## config.mk

```make
export PLATFORM = sky130hd
export DESIGN_NAME = irq_pend_enc8
export DESIGN_NICKNAME = d
export VERILOG_FILES = /design/src/rtl/irq_pend_enc8.sv
export SDC_FILE = /design/constraint.sdc
export NUM_CORES = 1
export LEC_CHECK = 0
export ABC_AREA = 1
export ABC_CLOCK_PERIOD_IN_PS = 1700
export CAP_MARGIN = 5
export CORE_MARGIN = 4
export CORE_UTILIZATION = 30
export CTS_CLUSTER_DIAMETER = 120
export DETAILED_ROUTE_END_ITERATION = 8
export GPL_TIMING_DRIVEN = 1
export PLACE_DENSITY = 0.68
export SETUP_SLACK_MARGIN = 0.2
export SLEW_MARGIN = 30
export SYNTH_ARGS = -nofsm -noshare
export SYNTH_HDL_FRONTEND = slang
export SYNTH_SLANG_ARGS = --single-unit
```

## constraint.sdc

```tcl
create_clock -name clk -period 1.7 [get_ports clk]
set_input_delay 0.34 -clock clk [delete_from_list [all_inputs] [get_ports clk]]
set_output_delay 0.34 -clock clk [all_outputs]
set_load 0.1 [all_outputs]
```

## src/rtl/irq_pend_enc8.sv

```systemverilog
// rtl/irq_pend_enc8.sv - request capture into a pending register, fixed-priority 8-to-3 encode, valid/ack handshake
module irq_pend_enc8 #(
  parameter bit EDGE = 1'b1
) (
  input  logic       clk,
  input  logic       rst,
  input  logic       en,
  input  logic [7:0] req,
  input  logic [7:0] mask,
  input  logic       ack,
  output logic       valid,
  output logic [2:0] y,
  output logic [7:0] pending,
  output logic       overflow
);

  typedef enum logic {IDLE, PRESENT} state_t;

  state_t     state, state_next;
  logic [7:0] req_d;
  logic [7:0] set;
  logic [7:0] clr;
  logic [7:0] cand;
  logic [2:0] sel;
  logic [2:0] y_next;

  assign set   = EDGE ? (req & ~req_d) : req;
  assign clr   = (state == PRESENT && ack) ? (8'b1 << y) : 8'b0;
  assign cand  = pending & ~mask;
  assign valid = (state == PRESENT);

  // Ascending scan so the highest set bit is the last assignment to win.
  always_comb begin
    sel = 3'd0;
    for (int i = 0; i < 8; i++) begin
      if (cand[i]) sel = 3'(i);
    end
  end

  always_comb begin
    state_next = state;
    y_next     = y;
    case (state)
      IDLE: begin
        if (en && (cand != 8'b0)) begin
          y_next     = sel;
          state_next = PRESENT;
        end
      end
      PRESENT: begin
        if (ack) state_next = IDLE;
      end
      default: state_next = IDLE;
    endcase
  end

  // A set landing on the bit being cleared keeps it pending and is not an overflow.
  always_ff @(posedge clk) begin
    if (rst) begin
      state    <= IDLE;
      y        <= 3'd0;
      req_d    <= 8'b0;
      pending  <= 8'b0;
      overflow <= 1'b0;
    end else begin
      state    <= state_next;
      y        <= y_next;
      req_d    <= req;
      pending  <= (pending & ~clr) | set;
      overflow <= |(set & pending & ~clr);
    end
  end

endmodule

```

# == Word-level counts from Yosys, hierarchy flattened ==
# Index checks and enable logic that the tools add are counted.
# totals
reg_bits,21
latch_bits,0
ram_bits,0
mem_bits_ro,0
input_bits,20
wordCells,32
mem_count,0
# op_classes
add_sub_neg,0
mul,0
div,0
magnitude_cmp,0
n_eq_ne,0
shifts,1
n_mux,11
n_bitwise,10
reduce_logical,5
# op_table
operator,n
$and A8 B8 Y8,5
$not A8 Y8,3
$mux W3,4
$mux W8,1
$or A8 B8 Y8,1
$reduce_bool A8 Y1,1
$reduce_or A8 Y1,1
$shl A1 B3 Y8 const A,1
$mux W2,2
$mux W1,3
$logic_and A1 B1 Y1,2
$pmux W1 S2,1
$reduce_and A2 Y1,1
$not A1 Y1,1

# == Longest topological paths before layout ==
# logic_depth
word_depth,9
ltp_mapped,9
ltp_nobuf,9

# == Worst setup path after synthesis ==
# Ideal clock, no wire load.
# synth_timing
path_kind,register to register
from,"register state, in the netlist valid"
to,register overflow
setup_time_ns,0.117
t_arrival_ns,1.687
t_required_ns,1.583
setup_slack_ns,-0.104
stages_incl_launch_ff,8
path_cell_list,dfxtp_1 -> nand2_1 -> nor2_2 -> nand2_1 -> nand3_1 -> nand2_1 -> nor2_1 -> a21oi_1
# synth_via
elab_chain_cells,5
# synth_lines
element,line_no,rtl
from (decl),19,"state_t state, state_next;"
from (signal assigned),66,state <= state_next;
$logic_and A1 B1 Y1,28,assign clr = (state == PRESENT && ack) ? (8'b1 << y) : 8'b0;
$mux W8,28,
$not A8 Y8,70,overflow <= |(set & pending & ~clr);
$and A8 B8 Y8,70,
$reduce_or A8 Y1,70,
to (signal assigned),70,
to (decl),14,output logic overflow
# Every way passes these cells.
# A chain may end at the register's enable or synchronous reset.

# == Worst setup path in the final report ==
# layout_timing
from,input port ack
to,register overflow
# layout_via
elab_chain_cells,5
# layout_lines
element,line_no,rtl
from (decl),10,"input logic ack,"
$logic_and A1 B1 Y1,28,
$mux W8,28,
$not A8 Y8,70,
$and A8 B8 Y8,70,
$reduce_or A8 Y1,70,
# Every way passes these cells.

==> results.txt <==
sequential standard cell area: 435 um^2
final HPWL from detailed placement: 1.81 mm
library cells used by synthesis: 16
Worst Path Arrival: 1.47 ns
routed length per placed instance: 9.66 um
DRC violations left: 0
WS Path Type: input pin to flop
first-pass GRT wire length: 3.54 mm
outcome: complete, no violations
post-route worst setup slack: 0.441 ns
n_diodes: 0
setup_tns: 0 ns
CTS sink cnt: 21
Initial Utilization: 0.317
Die H: 65.1 um
clock buffer depth: 2
Total GRT Usage: 0.107
placed insts: 222
First DRT Iteration DRCs: 13
Layout Skew: 0.00216 ns
max-cap viol count: 0
TritonCTS Buffers: 3
Layout area overhead: 56.3%
layout cells sized above 1: 0.258
Via-to-Cell Ratio: 4.17
mean post-synth cell area: 6.69 um^2
First-pass DRT Iterations: 4
clock period minus worst slack: 1.26 ns
clk slew on worst S/H paths: 0.12 ns
asr flop ratio synth: 0
Die X: 65.1 um
Final Hold Fails: 0
vias in the first global route: 869
Max FO, Critical Path: 4
crit path capture type: flop
CTS Root Cell: clkbuf_4
Fillers: 318
post-route insts no fill: 226
Vias: 943
endpoints failing setup: 0
total gr overflow: 0
# IOs: 33
final max-slew violation count: 0
dpl ws: 0.113 ns
post-CTS setup buffer count: 0
initial antenna violation count: 0
Placer Congestion: 0.789
slew at the pin closest to its max-slew limit: 0.187 ns
input/output buffers: 32
fin crit share: 0.741
main flop type after synthesis: dfxtp_1
unrepaired setup endpoints after global routing: no
P_leak: 0.000724 uW
Fmax: 794 MHz
Multi-input gate area: 454 um^2
later-pin clock latency in the skew report: 0.31 ns
nature of the critical path startpoint: input pin
syn nets: 166
PD cells: 884 nW/um^2
final net count: 203
Crit path required time: 1.91 ns
min-delay worst type: flop to flop
Post-CTS Hold Buffers: 0
Relative slew margins: 0.875
Core Area: 3080 um^2
Peak VDD IR: 0.473 mV
CTS tree: done
die area: 4230 um^2
Antenna Nets Post-Route: 0
PostCTS Resize Cnt: 0
Post-Syn Area: 977 um^2
number of synthesized flops with an enable pin: 0
pin count of the biggest net entering global routing: 13
num rows: 20
#FFs+latches synth: 21
# H-tree levels: 1
Synth Warn #: 0
Synth Instances: 146
register area share after synthesis: 0.430
Post-Route WL: 2.18 mm
-- worst max-delay path: stages --
cell and delay, ns:
clkdlybuf4s50_1 0.47, nand2_1 0.09, nor2_2 0.17, nand2_1 0.11, nand3_1 0.08, nand2_1 0.05, nor2_1 0.10, a21oi_1 0.06
-- cell usage in the layout (no fill, tap or decap) --
cell type         n
dfxtp_2          12
nor2_1           34
a21oi_1          10
inv_1            23
dfxtp_1           9
inv_2             1
nor2_2            5
buf_4             2
or2_2             1
a31o_2            1
nand2_1          29
nand3_4           1
nand3_1           8
nand2_2           7
nand4_1           2
buf_12           13
a21boi_0          1
clkbuf_4          3
clkinv_2          1
clkdlybuf4s50_1  19
-- flip-flops by register name, indices dropped and copies added (netlist names) --
name	cells
overflow	1
pending	8
valid	1
y	3
req_d	8
-- cells in the mapped netlist, types with 2 or more instances --
| library cell | count | share of area |
|---|---|---|
| a21oi_1 | 10 | 0.051 |
| nand3_1 | 8 | 0.041 |
| nor2_1 | 34 | 0.13 |
| nand2_1 | 29 | 0.11 |
| nand2_2 | 7 | 0.045 |
| nor2_2 | 5 | 0.032 |
| inv_1 | 23 | 0.088 |
| nand4_1 | 2 | 0.013 |
| dfxtp_1 | 21 | 0.43 |
-- path summary, 6_finish.rpt --
check                                         start                    end  slack [ns]  depth (start not counted)
worst max-delay path                            ack    overflow$_SDFF_PP0_        0.44                          8
worst min-delay path            req_d[6]$_SDFF_PP0_  pending[6]$_SDFF_PP0_        0.55                          3
worst max register to register     valid$_SDFF_PP0_    overflow$_SDFF_PP0_        0.55                          7
worst min register to register  req_d[6]$_SDFF_PP0_  pending[6]$_SDFF_PP0_        0.55                          3
-- through the flow --
stage	total power (uW)	hold WS [ns]	util	area, um^2
floorplan	913	0.465	-	992
global placement	1120	0.522	0.487	1500
detailed placement	1120	0.531	0.487	1500
CTS	1360	0.553	0.496	1530
global route	1410	0.559	0.496	1530
finish	1350	0.550	0.496	1530
-- final cells by class --
class,instances,area share
clock inverter,1,0.00328
multi-input combinational,99,0.297
inverter,24,0.0590
timing repair buffer,34,0.305
sequential,21,0.285
clock buffer,3,0.0147
tap,44,0.0360
-- cells by family after synthesis --
group | share of synthesized area
AND/OR/NAND/NOR | 0.397
buffers and inverters | 0.105
flip-flops | 0.430
AO/OA/AOI/OAI | 0.0679
-- routing by layer --
| layer | GRT usage | vias to the layer above | wire length, um |
|---|---|---|---|
| met5 | 0 | - | 0 |
| met4 | 0.0389 | 0 | 34 |
| met3 | 0.0295 | 4 | 123 |
| met2 | 0.183 | 20 | 1050 |
| met1 | 0.127 | 406 | 980 |
| li1 | - | 513 | - |
-- power by group --
part	total [uW]	switching, uW	internal [uW]
Clock	243	156	87.9
Sequential	584	47.2	537
Combinational	524	321	203
Power figures use the tool's default switching activity.
